--- config.mk ---
export PLATFORM = sky130hd
export DESIGN_NAME = counter_nx_mod_flat
export DESIGN_NICKNAME = d
export VERILOG_FILES = /design/src/rtl/counter_nx_mod_pkg.sv /design/src/rtl/counter_nx_mod_if.sv /design/src/rtl/counter_nx_mod_term.sv /design/src/rtl/counter_nx_mod.sv /design/src/flat_wrapper.sv
export SDC_FILE = /design/constraint.sdc
export NUM_CORES = 1
export LEC_CHECK = 0
export CAP_MARGIN = 20
export CORE_MARGIN = 3
export CORE_UTILIZATION = 30
export DETAILED_ROUTE_END_ITERATION = 10
export GPL_TIMING_DRIVEN = 0
export PLACE_DENSITY = 0.61
export SYNTH_ARGS = -nofsm -noshare
export SYNTH_HDL_FRONTEND = slang
export SYNTH_SLANG_ARGS = --single-unit
--- constraint.sdc ---
create_clock -name CLK -period 3.95 [get_ports CLK]
set_input_delay 0.395 -clock CLK [delete_from_list [all_inputs] [get_ports CLK]]
set_output_delay 0.395 -clock CLK [all_outputs]
set_load 0.1 [all_outputs]
--- src/rtl/counter_nx_mod_pkg.sv ---
// Shared definitions for the counter_nx family: count modes and the MAX helper
// used by this counter and its sibling timer blocks.
package counter_pkg;

  typedef enum logic [1:0] {
    MODE_WRAP    = 2'd0,
    MODE_SAT     = 2'd1,
    MODE_ONESHOT = 2'd2,
    MODE_RSVD    = 2'd3
  } mode_e;

  // MODULUS of 0 selects the full 2^width range; 64-bit maths keeps width=32 exact.
  function automatic logic [31:0] calcMax(input int unsigned width,
                                          input int unsigned modulus);
    logic [63:0] range;
    range = (modulus == 0) ? (64'd1 << width) : 64'(modulus);
    return 32'(range - 64'd1);
  endfunction

endpackage

--- src/rtl/counter_nx_mod_if.sv ---
// Control/status bundle of one counter_nx_mod stage; master drives the
// controls, the counter itself is the slave.
interface counter_nx_mod_if #(
  parameter int unsigned WIDTH = 16
);
  logic             EN;
  logic             CIN;
  logic             UP;
  logic [1:0]       MODE;
  logic             CLR;
  logic             LOAD;
  logic [WIDTH-1:0] LDVAL;
  logic [WIDTH-1:0] CMPVAL;
  logic [WIDTH-1:0] countVal;
  logic             COUT;
  logic             WRAPP;
  logic             DONE;
  logic             CMP;

  modport master (
    output EN, CIN, UP, MODE, CLR, LOAD, LDVAL, CMPVAL,
    input  countVal, COUT, WRAPP, DONE, CMP
  );

  modport slave (
    input  EN, CIN, UP, MODE, CLR, LOAD, LDVAL, CMPVAL,
    output countVal, COUT, WRAPP, DONE, CMP
  );
endinterface

--- src/rtl/counter_nx_mod_term.sv ---
// Combinational terminal detect, step value and load clamp for one counter
// stage; holds no state.
module counter_nx_term
  import counter_pkg::*;
#(
  parameter int unsigned WIDTH   = 16,
  parameter int unsigned MODULUS = 0
) (
  input  logic [WIDTH-1:0] countVal,
  input  logic             up,
  input  mode_e            mode,
  input  logic [WIDTH-1:0] ldVal,
  output logic             term,
  output logic [WIDTH-1:0] stepVal,
  output logic [WIDTH-1:0] ldClamp,
  output logic             wrapEv,
  output logic             doneEv
);

  localparam logic [WIDTH-1:0] MAXV = WIDTH'(calcMax(WIDTH, MODULUS));
  localparam logic [WIDTH-1:0] ONE  = WIDTH'(1);

  always_comb begin
    term    = up ? (countVal == MAXV) : (countVal == '0);
    stepVal = countVal;
    wrapEv  = 1'b0;
    doneEv  = 1'b0;
    if (!term) begin
      stepVal = up ? countVal + ONE : countVal - ONE;
    end else begin
      unique case (mode)
        MODE_SAT:     stepVal = countVal;
        MODE_ONESHOT: doneEv  = 1'b1;
        default: begin
          stepVal = up ? '0 : MAXV;
          wrapEv  = 1'b1;
        end
      endcase
    end
  end

  assign ldClamp = (ldVal > MAXV) ? MAXV : ldVal;

endmodule

--- src/rtl/counter_nx_mod.sv ---
// Cascadable up/down counter with wrap/saturate/one-shot modes, sync
// clear/load, combinational carry-out and registered compare.
module counter_nx_mod
  import counter_pkg::*;
#(
  parameter int unsigned WIDTH   = 16,
  parameter int unsigned MODULUS = 0
) (
  input logic               CLK,
  input logic               RESN,
  counter_nx_mod_if.slave   bus
);

  logic [WIDTH-1:0] countQ, countD;
  logic [WIDTH-1:0] stepVal, ldClamp;
  logic             doneQ, doneD;
  logic             wrapQ, wrapD;
  logic             cmpQ;
  logic             term, wrapEv, doneEv, step;

  counter_nx_term #(
    .WIDTH   (WIDTH),
    .MODULUS (MODULUS)
  ) uTerm (
    .countVal (countQ),
    .up       (bus.UP),
    .mode     (mode_e'(bus.MODE)),
    .ldVal    (bus.LDVAL),
    .term     (term),
    .stepVal  (stepVal),
    .ldClamp  (ldClamp),
    .wrapEv   (wrapEv),
    .doneEv   (doneEv)
  );

  assign step = bus.EN & bus.CIN & ~doneQ;

  always_comb begin
    countD = countQ;
    doneD  = doneQ;
    wrapD  = 1'b0;
    if (bus.CLR) begin
      countD = '0;
      doneD  = 1'b0;
    end else if (bus.LOAD) begin
      countD = ldClamp;
      doneD  = 1'b0;
    end else if (step) begin
      countD = stepVal;
      doneD  = doneEv;
      wrapD  = wrapEv;
    end
  end

  // CMP compares the next-state value so it lines up with countVal.
  always_ff @(posedge CLK or negedge RESN) begin
    if (!RESN) begin
      countQ <= '0;
      doneQ  <= 1'b0;
      wrapQ  <= 1'b0;
      cmpQ   <= 1'b0;
    end else begin
      countQ <= countD;
      doneQ  <= doneD;
      wrapQ  <= wrapD;
      cmpQ   <= (countD == bus.CMPVAL);
    end
  end

  assign bus.countVal = countQ;
  assign bus.DONE     = doneQ;
  assign bus.WRAPP    = wrapQ;
  assign bus.CMP      = cmpQ;
  assign bus.COUT     = step & term;

endmodule
--- src/flat_wrapper.sv ---
// flat-port wrapper written by rule: the top's interface ports become plain ports
module counter_nx_mod_flat import counter_pkg::*;
#(
  parameter int unsigned WIDTH   = 16,
  parameter int unsigned MODULUS = 0
)
  (CLK, RESN, bus_EN, bus_CIN, bus_UP, bus_MODE, bus_CLR, bus_LOAD, bus_LDVAL, bus_CMPVAL, bus_countVal, bus_COUT, bus_WRAPP, bus_DONE, bus_CMP);
  counter_nx_mod_if #(.WIDTH(WIDTH)) bus_i ();
  input logic CLK;
  input logic RESN;
  input wire logic [$bits(bus_i.EN)-1:0] bus_EN;
  input wire logic [$bits(bus_i.CIN)-1:0] bus_CIN;
  input wire logic [$bits(bus_i.UP)-1:0] bus_UP;
  input wire logic [$bits(bus_i.MODE)-1:0] bus_MODE;
  input wire logic [$bits(bus_i.CLR)-1:0] bus_CLR;
  input wire logic [$bits(bus_i.LOAD)-1:0] bus_LOAD;
  input wire logic [$bits(bus_i.LDVAL)-1:0] bus_LDVAL;
  input wire logic [$bits(bus_i.CMPVAL)-1:0] bus_CMPVAL;
  output wire logic [$bits(bus_i.countVal)-1:0] bus_countVal;
  output wire logic [$bits(bus_i.COUT)-1:0] bus_COUT;
  output wire logic [$bits(bus_i.WRAPP)-1:0] bus_WRAPP;
  output wire logic [$bits(bus_i.DONE)-1:0] bus_DONE;
  output wire logic [$bits(bus_i.CMP)-1:0] bus_CMP;
  assign bus_i.EN = bus_EN;
  assign bus_i.CIN = bus_CIN;
  assign bus_i.UP = bus_UP;
  assign bus_i.MODE = bus_MODE;
  assign bus_i.CLR = bus_CLR;
  assign bus_i.LOAD = bus_LOAD;
  assign bus_i.LDVAL = bus_LDVAL;
  assign bus_i.CMPVAL = bus_CMPVAL;
  assign bus_countVal = bus_i.countVal;
  assign bus_COUT = bus_i.COUT;
  assign bus_WRAPP = bus_i.WRAPP;
  assign bus_DONE = bus_i.DONE;
  assign bus_CMP = bus_i.CMP;
  counter_nx_mod #(.WIDTH(WIDTH), .MODULUS(MODULUS)) u_core (.CLK(CLK), .RESN(RESN), .bus(bus_i));
endmodule
==> results.toml, run 1 <==
[synthesis]
yosys_warnings = 0
synth_cell_types = 65
ys_ff_latch = 19
synth_edf_count = 0
synth_top_area_cell = "dfrtp_1"
ys_top_cells_by_area = "dfrtp_1 18%, ha_1 7.1%, a21oi_1 4.7%"
synth_cells = 360
synth-async-reset-ratio = 1.00
avgSynthCellArea_um2 = 7.39
ys_seq_area_frac = 0.179
ys.flop_type = "dfrtp_1"
synth_top_area_frac = 0.179
syn_area_um2 = 2660
synthesis.nets = 417

[worst_setup_path]
cp.arrival_ns = 3.92
reg2reg_to = "u_core.bus.CMP"
r2r_slack_ns = 0.44
cp.required_ns = 4.12
critPathKind = "in -> reg"
worstSetupStartpoint = "bus_MODE[0]"
cp-endpoint = "u_core.bus.CMP"
critPathCaptureType = "register"
start_kind = "input pin"
worstRegToRegCells = 11
reg2reg_from = "u_core.bus.countVal[7]"
path_max_fanout = 10

[cells_and_area]
diodes = 0
final_cell_mix = "58 x clkdlybuf4s50_1, 30 x nand2_1, 29 x nor2_1"
area_growth_pct = 30.9
design_area_um2 = 3480
finish.utilization = 0.413
final_common_cell = "clkdlybuf4s50_1"
nNetsFinal = 484
drive_gt1_frac = 0.0563
fill_cells = 909

[placed_design]
place_area_um2 = 3390
io_buffer_count = 60
gp_routability_congestion = 0.941
hpwlAfterDp_um = 8230

[route]
dr.pass1.iters = 5
routedWlPerCell_um = 20.4
routed_via_density = 6.27
antenna_left = 0
wirelength_um = 10900
drc = 0
drt_iter0_markers = 322
dr_total_vias = 3329

[timing]
tightest_slew_ns = 1.04
relSlewSlack = 0.292
fmax_mhz = 267
period_needed_ns = 3.75
finClkSkew_ns = 0.00341
hold_viol = 0
rsz0062_at_grt = "false"
worst_hold_slack_ns = 0.498
timing.final.crit_share = 0.950
final_max_slew_viol_count = 0
finalSetupViolCount = 0

[power_and_ir_drop]
powerDensity_nw_per_um2 = 269
p_leak_uw = 0.00143
peakVddDrop_v = 0.000119

[clock_network]
cts_max_level = 1
cts_sinks = 19
insertion_delay_ns = 0.27
cts_hold_buf = 0
clk_pin_slew_ns = 0.08
clk_path_buf_depth = 2
cts_buffers = 3
cts-root-buf = "clkbuf_8"
cts_tree = "done"

[floorplanning]
die_h_um = 100
ioPinCount = 61
core_area_um2 = 8420
die-area_um2 = 10000
die_w_um = 100
num_rows = 33
start_util = 0.316

[status]
status = "finished clean"

[global_routing]
grt_pass1_wl_um = 16800
grt_max_degree = 20
grt_pass1_vias = 3225
grt_use_total = 0.212
overflow = 0
antenna_found_initial = 0

[worst_hold_path]
hold_path_class = "in -> async"

[run]
max_cap_violations = 0
==> cell usage after synthesis (all sizes together) (3+ instances only) <==
library cell	instances
a2111oi	7
a211oi	4
a21o	7
a21oi	25
a221o	3
a221oi	7
a22oi	3
a311oi	3
a31oi	7
a41oi	4
and3	4
and3b	3
and4	3
buf	5
clkbuf	11
dfrtp	19
ha	15
inv	21
mux2i	8
nand2	30
nand2b	5
nand3	22
nand4	10
nor2	30
nor2b	5
nor3	15
nor4	9
o211ai	5
o21ai	13
o22ai	3
or3	5
xnor2	10
xor2	4
==> critical path: stages <==
cell and delay (ns):
clkdlybuf4s50_1 0.45, inv_1 0.04, ha_1 0.37, nor2b_1 0.20, a21oi_1 0.28, clkbuf_1 0.49
o311ai_0 0.24, a32o_1 0.31, xnor2_1 0.18, nand4_1 0.15, nor4_2 0.38, nand4_1 0.17
a311oi_1 0.27
==> repair_timing <==
action / in CTS / in global routing
setup buffers: 0 / 0
resized for setup: 6 / 3
endpoints found under the setup margin: 3 / 2
pin swaps: 0 / 0
gates cloned: 1 / 0
==> flip-flops by register name, summed over array words and instances, names as in the netlist <==
| register | flops |
|---|---|
| u_core.bus.CMP | 1 |
| u_core.bus.WRAPP | 1 |
| u_core.bus.DONE | 1 |
| u_core.bus.countVal | 16 |
==> layout make-up <==
class / count / area (um^2) / share of cell area
buffer: 16 / 70.1 / 0.0201
timing repair buffer: 61 / 613 / 0.176
clock buffer: 3 / 41.3 / 0.0119
sequential: 19 / 475 / 0.137
clock inverter: 1 / 5.00 / 0.00144
tap: 105 / 131 / 0.0377
multi-input combinational: 303 / 2050 / 0.590
timing repair inverter: 1 / 5.00 / 0.00144
inverter: 22 / 87.6 / 0.0252
==> logic make-up (layout without fill, tap and decap cells) <==
logic type / count (synthesis) / in the layout / synth area share
mux: 10 / 10 / 0.0386
xor+xnor: 14 / 14 / 0.0461
compound gates: 114 / 114 / 0.309
flops: 19 / 19 / 0.179
simple gates: 149 / 149 / 0.292
buf+inv: 38 / 104 / 0.0574
fa+ha+maj: 16 / 16 / 0.0781
==> metrics by stage <==
| step | cells | setup slack [ns] | total power, uW | TNS [ns] |
|---|---|---|---|---|
| after floorplan | 360 | 0.455 | 596 | 0 |
| after global placement | 525 | -1.06 | 766 | -2.29 |
| after detailed placement | 525 | -1.06 | 770 | -2.33 |
| after CTS | 530 | 0.0211 | 927 | 0 |
| after global routing | 531 | 0.0184 | 981 | 0 |
| final | 531 | 0.198 | 937 | 0 |
==> layer usage <==
layer	wire (um)	share of wire	global-route usage	vias to the layer above
li1	-	-	-	1540
met1	4770	0.44	0.292	1573
met2	4950	0.46	0.347	192
met3	853	0.079	0.0236	24
met4	284	0.026	0.0715	0
met5	0	0	0	-
==> power breakdown <==
part	total, uW	switching (uW)	internal [uW]
registers	240	32.4	208
clock network	151	80.8	70.6
logic	545	351	194
total	937	464	472
==> worst min path at each step <==
stage | from | to | depth (start not counted)
3_3_place_gp | u_core.bus.DONE | u_core.bus.DONE | 2
5_1_grt | RESN | u_core.bus.countVal[8] | 1
6_report | RESN | u_core.bus.countVal[8] | 1
3_5_place_dp | u_core.bus.DONE | u_core.bus.DONE | 2
4_1_cts | u_core.bus.DONE | u_core.bus.DONE | 2
2_1_floorplan | RESN | u_core.bus.CMP | 0
Power figures use the tool's default switching activity.
==> run 2: changes to the inputs <==
- SKIP_LAST_GASP: unset -> 1
==> results of run 2 <==
No change in the layout: final DEF, timing and power equal those of run 1.
==> run 3: changes to the inputs <==
- PLACE_DENSITY: 0.61 -> 0.63
- clock period: 3.95 -> 3.2 ns (I/O delays scaled with it)
==> run 3 against run 2 <==
- count of clock-buffer cells in the layout stayed put
- global-route usage is 0.20 points lower
- clock power up 25%
- core utilization grew 6.3 points
- first-iteration DRC count rose by 26%
- largest cell class unchanged
- via count rose by 4.1%
- clock skew decreased by 0.0022 ns
- design area rose by 15%
- sequential share of layout area is 1.2 points lower
- die area stayed put
- worst hold slack better by 0.097 ns
==> results.toml, run 3 (synthesis gave the netlist of run 1 again) <==
[status]
status = "finished clean"

[timing]
setup_slack_ns = 0.0342
timing.final.crit_share = 0.989
final_max_slew_viol_count = 0
hold_viol = 0
relSlewSlack = 0.321
period_needed_ns = 3.17
finClkSkew_ns = 0.00118
finalSetupViolCount = 0
tightest_slew_ns = 0.993
fmax_mhz = 316
setup-tns-final_ns = 0

[global_routing]
grt_use_total = 0.210
grt_max_degree = 20
grt_pass1_wl_um = 16900
grt_pass1_vias = 3092
overflow = 0
antenna_found_initial = 0

[power_and_ir_drop]
p_leak_uw = 0.00158
peakVddDrop_v = 0.000177
power.total_uw = 1300
powerDensity_nw_per_um2 = 323

[cells_and_area]
largest_reg_flops = 16
final_cell_mix = "58 x clkdlybuf4s50_1, 30 x nand2_1, 28 x nor2_1"
diodes = 0
multi_input_area_um2 = 2400
final_common_cell = "clkdlybuf4s50_1"
fill_cells = 844
area_growth_pct = 51.0
finish.utilization = 0.477
drive_gt1_frac = 0.265
nNetsFinal = 504
seq_area_um2 = 500

[clock_network]
cts-root-buf = "clkbuf_8"
insertion_delay_ns = 0.27
cts_max_level = 1
cts_sinks = 19
cts_hold_buf = 0
clk_pin_slew_ns = 0.09
clk_path_buf_depth = 2
cts_tree = "done"
cts_buffers = 3

[route]
routedWlPerCell_um = 20.6
dr.pass1.iters = 5
antenna_left = 0
dr_total_vias = 3467
drc = 0
routed_via_density = 6.29
wirelength_um = 11300
drt_iter0_markers = 407

[floorplanning]
die-area_um2 = 10000
num_rows = 33
die_h_um = 100
start_util = 0.316
die_w_um = 100
core_area_um2 = 8420
ioPinCount = 61

[placed_design]
pre_cts_ws_ns = -1.30
gp_routability_congestion = 0.895
io_buffer_count = 60
hpwlAfterDp_um = 8290

[worst_setup_path]
path_max_fanout = 10
critPathSlowestCell = "clkdlybuf4s50_1"
r2r_slack_ns = 0.07
crit_chain = "clkdlybuf4s50_1, and3b_1, clkbuf_2, and2_1, o221ai_1, o2111ai_4, o31ai_4, nor4_4, nand3_1, nor4_2, nand4_1, a311oi_2"
start_kind = "input pin"
cp.arrival_ns = 3.35
cpPeakStageDelay_ns = 0.51
reg2reg_from = "u_core.bus.countVal[14]"
cp-endpoint = "u_core.bus.CMP"
reg2reg_to = "u_core.bus.CMP"
cp.required_ns = 3.38
critPathKind = "in -> reg"
worstRegToRegCells = 12
critPathCaptureType = "register"
worstSetupStartpoint = "bus_CIN"

[worst_hold_path]
hold_path_class = "in -> async"

[run]
max_cap_violations = 0
run 3: cell count changes in the layout (fill, tap and decap cells not counted), sizes merged:
cell and delta:
dlymetal6s2s -1, clkbuf +1, buf +20
run 3: power breakdown:
part	total, uW	internal (uW)	switching (uW)
Sequential	303	261	41.6
Combinational	804	320	484
Clock	189	87.2	102
run 3: per-layer routing:
layer  wire [um]  GRT usage  part of all wire  vias to the layer above
li1            -          -                 -                     1579
met1        4950      0.300              0.44                     1684
met2        5300      0.339              0.47                      172
met3         813     0.0313             0.072                       32
met4         276     0.0394             0.024                        0
met5           0          0                 0                        -
run 3: layout make-up:
type	instances	area share
multi-input combinational	303	0.597
clock inverter	1	0.00125
buffer	16	0.0246
inverter	22	0.0218
tap	105	0.0327
sequential	19	0.125
timing repair buffer	81	0.187
timing repair inverter	1	0.00125
clock buffer	3	0.0103
run 3: stage by stage:
stage | hold WS [ns] | cells | instance area, um^2
after CTS | 0.625 | 533 | 3570
after detailed placement | 0.621 | 525 | 3430
after global routing | 0.658 | 551 | 4020
after floorplan | 0.0244 | 360 | 2690
after global placement | 0.613 | 525 | 3430
final | 0.595 | 551 | 4020
run 3: critical path, delay by kind of cell:
| kind | cells | cell delay [ns] |
|---|---|---|
| simple gates | 6 | 1.46 |
| compound gates | 4 | 0.75 |
| buf+inv | 2 | 0.81 |
run 3: repair_timing:
item / 4_1_cts / 5_1_grt
gates resized for setup: 33 / 76
pin swaps: 4 / 29
setup endpoints to repair: 8 / 3
cloned: 1 / 0
buffers inserted: 3 / 18
run 3: worst min path at each step:
| stage | startpoint | endpoint | depth (start not counted) |
|---|---|---|---|
| global placement | u_core.bus.DONE | u_core.bus.DONE | 2 |
| detailed placement | u_core.bus.DONE | u_core.bus.DONE | 2 |
| finish | RESN | u_core.bus.countVal[4] | 1 |
| global route | RESN | u_core.bus.countVal[1] | 1 |
| floorplan | RESN | u_core.bus.CMP | 0 |
| CTS | RESN | u_core.bus.countVal[4] | 1 |
